[config.mk]
export PLATFORM = sky130hd
export DESIGN_NAME = conv_pool_writer_flat
export DESIGN_NICKNAME = d
export VERILOG_FILES = /design/src/rtl/conv_pool_writer_if.sv /design/src/rtl/conv_pool_writer.sv /design/src/flat_wrapper.sv
export SDC_FILE = /design/constraint.sdc
export NUM_CORES = 2
export LEC_CHECK = 0
export BUFFER_PORTS_ARGS = -buffer_cell sky130_fd_sc_hd__buf_4
export CAP_MARGIN = 40
export CORE_ASPECT_RATIO = 1.75
export CORE_MARGIN = 3
export CORE_UTILIZATION = 40
export DETAILED_ROUTE_END_ITERATION = 16
export PLACE_DENSITY = 0.61
export SYNTH_ARGS = -nofsm -noshare
export SYNTH_HDL_FRONTEND = slang
export SYNTH_SLANG_ARGS = --single-unit
[constraint.sdc]
create_clock -name clk -period 10.55 [get_ports clk]
set_input_delay 1.055 -clock clk [delete_from_list [all_inputs] [get_ports clk]]
set_output_delay 1.055 -clock clk [all_outputs]
set_load 0.05 [all_outputs]
[src/rtl/conv_pool_writer_if.sv]
// Conv-result stream in, pooled feature-buffer writes and frame status out.
interface conv_pool_writer_if #(
  parameter int FILTERS = 6,
  parameter int DW      = 16,
  parameter int AW      = 8
);
  logic                  in_valid;
  logic [FILTERS*DW-1:0] in_data;
  logic                  wr_en;
  logic [AW-1:0]         wr_addr;
  logic [FILTERS*DW-1:0] wr_data;
  logic                  busy;
  logic                  done;

  modport master (
    output in_valid, in_data,
    input  wr_en, wr_addr, wr_data, busy, done
  );

  modport slave (
    input  in_valid, in_data,
    output wr_en, wr_addr, wr_data, busy, done
  );
endinterface

[src/rtl/conv_pool_writer.sv]
// Streaming 2x2/stride-2 max-pool with optional ReLU; writes one pooled word per
// block in pooled raster order and pulses done on the last write of a frame.
module conv_pool_writer #(
  parameter int O_SIZE  = 28,
  parameter int FILTERS = 6,
  parameter int DW      = 16,
  parameter int RELU    = 1
) (
  input  logic             clk,
  input  logic             rst_n,
  input  logic             clk_en,
  input  logic             start,
  conv_pool_writer_if.slave bus
);
  localparam int P_SIZE = O_SIZE / 2;
  localparam int AW     = (P_SIZE * P_SIZE > 1) ? $clog2(P_SIZE * P_SIZE) : 1;
  localparam int CW     = (O_SIZE > 1) ? $clog2(O_SIZE) : 1;
  localparam int PW     = (P_SIZE > 1) ? $clog2(P_SIZE) : 1;
  localparam int LW     = FILTERS * DW;
  localparam logic [CW-1:0] LAST_POS  = CW'(O_SIZE - 1);
  localparam logic [AW-1:0] LAST_ADDR = AW'(P_SIZE * P_SIZE - 1);

  logic [CW-1:0] col, row;
  logic [LW-1:0] hold;
  logic [LW-1:0] line_buf [P_SIZE];

  logic          wr_en_q, busy_q, done_q;
  logic [AW-1:0] wr_addr_q;
  logic [LW-1:0] wr_data_q;

  logic [CW-1:0] eff_col, eff_row;
  logic [PW-1:0] lb_idx;
  logic [LW-1:0] pair, result;
  logic [DW-1:0] blk;
  logic [AW-1:0] addr_c;

  function automatic logic [DW-1:0] smax(input logic [DW-1:0] a, input logic [DW-1:0] b);
    return ($signed(a) >= $signed(b)) ? a : b;
  endfunction

  // A start beat is pixel (0,0) of the new frame, so it sees zeroed counters.
  always_comb begin
    eff_col = start ? '0 : col;
    eff_row = start ? '0 : row;
    lb_idx  = PW'(eff_col >> 1);
    addr_c  = AW'((int'(eff_row) >> 1) * P_SIZE + (int'(eff_col) >> 1));
    pair    = '0;
    result  = '0;
    blk     = '0;
    for (int unsigned k = 0; k < FILTERS; k++) begin
      pair[k*DW +: DW] = smax(hold[k*DW +: DW], bus.in_data[k*DW +: DW]);
      blk = smax(line_buf[lb_idx][k*DW +: DW], pair[k*DW +: DW]);
      if (RELU != 0 && blk[DW-1]) blk = '0;
      result[k*DW +: DW] = blk;
    end
  end

  always_ff @(posedge clk or negedge rst_n) begin
    if (!rst_n) begin
      col       <= '0;
      row       <= '0;
      hold      <= '0;
      wr_en_q   <= 1'b0;
      wr_addr_q <= '0;
      wr_data_q <= '0;
      busy_q    <= 1'b0;
      done_q    <= 1'b0;
      for (int unsigned i = 0; i < P_SIZE; i++) line_buf[PW'(i)] <= '0;
    end else if (clk_en) begin
      wr_en_q <= 1'b0;
      done_q  <= 1'b0;
      if (start) begin
        col    <= '0;
        row    <= '0;
        busy_q <= 1'b0;
      end
      if (bus.in_valid) begin
        busy_q <= 1'b1;
        if (eff_col == LAST_POS) begin
          col <= '0;
          row <= (eff_row == LAST_POS) ? '0 : eff_row + CW'(1);
        end else begin
          col <= eff_col + CW'(1);
        end
        if (!eff_col[0]) begin
          hold <= bus.in_data;
        end else if (!eff_row[0]) begin
          line_buf[lb_idx] <= pair;
        end else begin
          wr_en_q   <= 1'b1;
          wr_addr_q <= addr_c;
          wr_data_q <= result;
          if (addr_c == LAST_ADDR) begin
            done_q <= 1'b1;
            busy_q <= 1'b0;
          end
        end
      end
    end
  end

  assign bus.wr_en   = wr_en_q;
  assign bus.wr_addr = wr_addr_q;
  assign bus.wr_data = wr_data_q;
  assign bus.busy    = busy_q;
  assign bus.done    = done_q;
endmodule
[src/flat_wrapper.sv]
// flat-port wrapper written by rule: the top's interface ports become plain ports
module conv_pool_writer_flat 
#(
  parameter int O_SIZE  = 28,
  parameter int FILTERS = 6,
  parameter int DW      = 16,
  parameter int RELU    = 1
)
  (clk, rst_n, clk_en, start, bus_in_valid, bus_in_data, bus_wr_en, bus_wr_addr, bus_wr_data, bus_busy, bus_done);
  conv_pool_writer_if #(.FILTERS(FILTERS), .DW(DW)) bus_i ();
  input  logic clk;
  input  logic rst_n;
  input  logic clk_en;
  input  logic start;
  input wire logic [$bits(bus_i.in_valid)-1:0] bus_in_valid;
  input wire logic [$bits(bus_i.in_data)-1:0] bus_in_data;
  output wire logic [$bits(bus_i.wr_en)-1:0] bus_wr_en;
  output wire logic [$bits(bus_i.wr_addr)-1:0] bus_wr_addr;
  output wire logic [$bits(bus_i.wr_data)-1:0] bus_wr_data;
  output wire logic [$bits(bus_i.busy)-1:0] bus_busy;
  output wire logic [$bits(bus_i.done)-1:0] bus_done;
  assign bus_i.in_valid = bus_in_valid;
  assign bus_i.in_data = bus_in_data;
  assign bus_wr_en = bus_i.wr_en;
  assign bus_wr_addr = bus_i.wr_addr;
  assign bus_wr_data = bus_i.wr_data;
  assign bus_busy = bus_i.busy;
  assign bus_done = bus_i.done;
  conv_pool_writer #(.O_SIZE(O_SIZE), .FILTERS(FILTERS), .DW(DW), .RELU(RELU)) u_core (.clk(clk), .rst_n(rst_n), .clk_en(clk_en), .start(start), .bus(bus_i));
endmodule
Word-level counts from Yosys, hierarchy flattened
Cells that the tools add are included.

Eq/ne operators: 3. $add $sub $neg: 3. $mul: 1. Mux-type cells: 43. Div/mod/pow operators: 0. Order comparisons: 14. Bitwise logic cells: 3. Reductions and logical operators: 6. Shift-type cells: 0.

Operators with widths (count): $bwmux W1344 (1); $bmux W96 S4 (1); $demux W96 S4 (1); $mux W96 (3); $ge A16 B16 Y1 (12); $mux W16 (12); $mux W15 (6); $mux W5 (7); $mux W1 (12); $add A5 B1 Y5 const B (2); $eq A5 B5 Y1 const B (2); $add A8 B5 Y8 (1); $eq A8 B8 Y1 const B (1); $reduce_and A4 Y1 (2); $mul A4 B3 Y7 const B (1); $ge A5 B5 Y1 const B (1); $lt A5 B1 Y1 const B (1); $not A4 Y5 (1); $reduce_and A3 Y1 (1); $not A1 Y1 (2); $reduce_and A2 Y1 (1); $reduce_bool A2 Y1 (1); $logic_and A1 B1 Y1 (1).

Bits in writable memories: 0. Memories kept: 0. Memory bits (read-only): 0. Input port bits: 101. Output and inout port bits: 107. Bits in latches: 0. Bits in registers: 1557.

Depth between registers and ports, before layout
Depth after elaboration: 8. Depth in mapped cells: 27. Gate-level depth less buffers: 23.

Worst setup path after synthesis
Ideal clock, no wire load.

Path kind: input to register. From: input bus_in_data[57]. To: register u_core.wr_data_q[56], in the netlist u_core.bus.wr_data[56]. Required time: 10.486 ns. Setup slack: 4.385 ns. Stages: 23. Setup time: 0.064 ns. Data arrival time: 6.100 ns. Path buffers: 3. Cells stage by stage: inv_1 > ha_1 > a21o_1 > a21o_1 > a21oi_1 > o22ai_1 > o31ai_1 > clkbuf_1 > a21oi_1 > a21oi_1 > clkbuf_1 > ha_1 > a21o_1 > a21o_1 > a21o_1 > a21o_1 > a21o_1 > a2111oi_0 > a31oi_1 > a311oi_1 > buf_2 > a22o_1 > a21o_1.

Longest elaborated chain between the ends: 5.

RTL lines: from (decl) (RTL line flat_wrapper.sv:16) `input wire logic [$bits(bus_i.in_data)-1:0] bus_in_data;`; $ge A16 B16 Y1 (RTL line conv_pool_writer.sv:38) `return ($signed(a) >= $signed(b)) ? a : b;`; $mux W16 (*) (RTL line conv_pool_writer.sv:38); $ge A16 B16 Y1 (RTL line conv_pool_writer.sv:38); $mux W16 (*) (RTL line conv_pool_writer.sv:38); $mux W15 (*) (RTL line conv_pool_writer.sv:53) `if (RELU != 0 && blk[DW-1]) blk = '0;`; to (signal assigned) (RTL line conv_pool_writer.sv:92) `wr_data_q <= result;`; to (decl) (RTL line conv_pool_writer.sv:29) `logic [LW-1:0] wr_data_q;`.

Every way passes the cells marked *; elsewhere a longest branch is shown, timed or not. A chain may end at the register's enable or synchronous reset.

Worst setup path in the final report
From: register u_core.col[3]. To: register u_core.wr_data_q[72], in the netlist u_core.bus.wr_data[72].

Longest elaborated chain between the ends: 8.

RTL lines: from (decl) (RTL line conv_pool_writer.sv:23) `logic [CW-1:0] col, row;`; from (signal assigned) (RTL line conv_pool_writer.sv:83) `col <= eff_col + CW'(1);`; $mux W5 (*); $not A4 Y5 (implied by the code) (*) (RTL line conv_pool_writer.sv:52) `blk = smax(line_buf[lb_idx][k*DW +: DW], pair[k*DW +: DW]);`; $bmux W96 S4 (*) (RTL line conv_pool_writer.sv:52); $mux W96 (*) (2 in series); $ge A16 B16 Y1 (RTL line conv_pool_writer.sv:38); $mux W16 (*) (RTL line conv_pool_writer.sv:38); $mux W15 (*) (RTL line conv_pool_writer.sv:53).

Every way passes the cells marked *; elsewhere a longest branch is shown, timed or not. The select of a mux whose other input is x is not followed.

==> out/results.tsv <==
metric	value	unit
fillers	17300	
Post-Synthesis Cells	7655	
status	finished, final reports clean	
synthesized area	73300	µm²
clock network fraction of total power	36.6	%
Reg area	38800	µm²
Async S/R FF share, synth	100	%
gr ovfl total	0	
Routed WL	219000	µm
TritonCTS buffer count	157	
Synth top cells by count	dfrtp_1 (1551), nand2_1 (1512), o21ai_0 (1438)	
sequential-to-total area share from yosys stat	53.0	%
clock buffer depth	4	
Yosys top cell area share	53.0	%
die height	572	µm
DP Wirelength	133000	µm
1st-pass router iterations	6	
Final Instance Area	82900	µm²
first-pass GRT wire length	340000	µm
Residual DRC	0	
H-tree Lvls	4	
antenna violations before repair	5	
Setup CP Type	register to register	
Mean Syn Cell Area	9.57	µm²
total die area	189000	µm²
Req. time, crit path	11220	ps
Hold WC Path Type	input port to async pin	
RSZ-0062 raised after global routing	no	
CTS clock-pin slew for the worst setup and hold paths	70	ps
CP startpoint kind	register	
# rows	207	
Global Route Usage Sum	23.0	%
Worst IR Drop VDD	142	µV
Via density	5.65	
root buf cell	clkbuf_16	
Final setup viols	0	
Max Fanout on Critical Path	32	
CTS Sinks	1551	
routability cong.	0.824	
crit path time final	6470	ps
Core Area	182000	µm²
sequential share of power	41.3	%
multi-input logic area	31300	µm²
Avg WL per Cell	21.8	µm
Setup TNS Final	0	ps
share of cells above drive strength 1	10.5	%
post-route ant nets	0	
ys flop type	dfrtp_1	
CTS tree	yes	
Yosys cell types	81	
switching power	4850	µW
met2 Usage GRT	41.1	%
post_cts resized	0	
most common cell in the netlist	dfrtp_1	
Placed Area	77600	µm²
io pins	208	
final period utilization	61.3	%
PortBufs	201	
Yosys warning count	0	
total chip power	15700	µW
fin. max-slew vios	0	
post-synth top area cell	dfrtp_1	
vias in the first global route	57100	
CP Data Arrival Time	7140	ps
number of flops mapped to enable cells by yosys	0	
initial core utilization	40.3	%
achievable clock frequency	155	MHz
beginning of the critical path	u_core.col[3]$_DFFE_PN0P_	
final core utilization	45.6	%
P_int	10800	µW
post-CTS setup buffer count	0	
via count	56900	
area growth from synthesis to layout	13.1	%
Comb pwr share	22.1	%
PD cells	189	nW/µm²
max-cap violations	0	
Slew Limit Headroom	29.8	%
hold_buf cts	0	
Worst R2R Setup Slack	4080	ps
met1 usage	28.4	%
Clock Skews	47.2	ps
met3 usage	2.73	%
Initial DRC Count	4278	
Net Sw Frac	30.9	%
main area contributors after synthesis	dfrtp_1 (53%), o21ai_0 (9.8%), nand2_1 (7.7%)	
Worst Setup End Kind	register	
largest net degree at the start of global routing	185	
static leakage	0.0369	µW
GR peak layer	met2	
Hold Fails Final Rpt	0	
Worst R2R Start	u_core.col[3]$_DFFE_PN0P_	
#FFs+latches synth	1551	
clock latency on the worst-skew pair	810	ps
worst-margin pin slew	1050	ps
net count reported at finish	7850	
Die Wd	330	µm
-- worst paths after layout --
path,to,cells past startpoint
max in group asynchronous,u_core.bus.wr_data[84]$_DFFE_PN0P_,3
hold reg to reg,u_core.line_buf[818]$_DFFE_PN0P_,2
setup / recovery,u_core.bus.wr_data[72]$_DFFE_PN0P_,19
setup reg to reg,u_core.bus.wr_data[72]$_DFFE_PN0P_,19
hold / removal,u_core.hold[41]$_DFFE_PN0P_,1
min in group clk,u_core.line_buf[818]$_DFFE_PN0P_,2
-- registers in the layout (all words and copies together) (netlist names) --
| register | count |
|---|---|
| u_core.bus.wr_data | 90 |
| u_core.col | 5 |
| u_core.hold | 96 |
| u_core.row | 5 |
| u_core.bus.wr_addr | 8 |
| u_core.bus.busy | 1 |
| u_core.line_buf | 1344 |
| u_core.bus.done | 1 |
| u_core.bus.wr_en | 1 |
-- power groups by stage --
stage	Sequential, µW	Combinational [µW]	Clock, µW
global placement	6560	3340	0
global route	6510	3840	6100
finish	6480	3470	5750
CTS	6470	3480	5870
detailed placement	6580	3470	0
floorplan	6520	2180	0
-- cell usage in the layout, fill, tap and decap left out, types with 14 or more instances in the layout --
cell and count:
a221o_1 42, nor3b_1 215, a21oi_1 391, mux2_2 91, buf_12 21, o221ai_1 198, nor2_1 123, clkinv_2 16
ha_1 198, a221oi_1 41, nand2_1 1502, buf_16 19, a21o_1 78, clkbuf_1 36, a22o_1 16, and4_1 29
mux2i_1 330, nor2b_1 23, a22oi_1 62, inv_1 188, nor3_1 15, dfrtp_1 1549, nand3_1 21, o211ai_1 17
nand2b_1 14, clkbuf_8 33, o21ai_0 1437, o22ai_1 92, a211oi_1 16, nand4_1 61, o21a_1 17, buf_4 370
clkbuf_16 160
-- per-stage QoR --
step                      hold WS [ps]  setup slack (ps)  instances
after floorplan                    442              4390       7660
after global placement             455              3300       9734
after detailed placement           463              3440       9789
after CTS                          288              4120      10100
after global routing               300              3800      10100
final                              269              4080      10100
-- critical path: stages, from the launching register on --
cell and delay (ps):
dfrtp_1 730, nand3b_1 650, buf_4 550, nor3_2 170
buf_4 540, buf_4 620, a22oi_1 120, and4_1 260
inv_1 60, ha_1 240, a21o_1 190, a21o_1 170
a21o_1 180, a21o_1 170, a21oi_1 150, nor2_1 70
a311oi_1 290, nor2_1 90, or4_1 780, o221ai_1 290
-- final cells by class --
cell class / count / area share [%]
clock buffer: 228 / 5.54
multi-input combinational: 5230 / 37.8
sequential: 1551 / 46.8
timing repair buffer: 416 / 4.58
clock inverter: 46 / 0.793
inverter: 190 / 0.861
antenna: 1 / 0.00302
tap: 2403 / 3.63
-- layer usage --
layer  wire length (µm)  part of all wire, %
met5                 41                0.019
met3              10200                  4.6
met2             111000                   51
met1              89500                   41
met4               8380                  3.8
-- logic make-up (layout without fill, tap and decap cells) --
family / after synthesis / count (layout) / synth area share (%)
other: 1 / 7 / 0.00512
buffers and inverters: 879 / 880 / 4.67
AND/OR/NAND/NOR: 2078 / 2078 / 12.6
XOR/XNOR: 8 / 8 / 0.0956
multiplexers: 428 / 428 / 6.08
AO/OA/AOI/OAI: 2506 / 2506 / 20.0
flip-flops: 1551 / 1551 / 53.0
adder cells (fa/ha/maj): 204 / 204 / 3.53
Note: power is estimated with default switching activity, not from simulation.
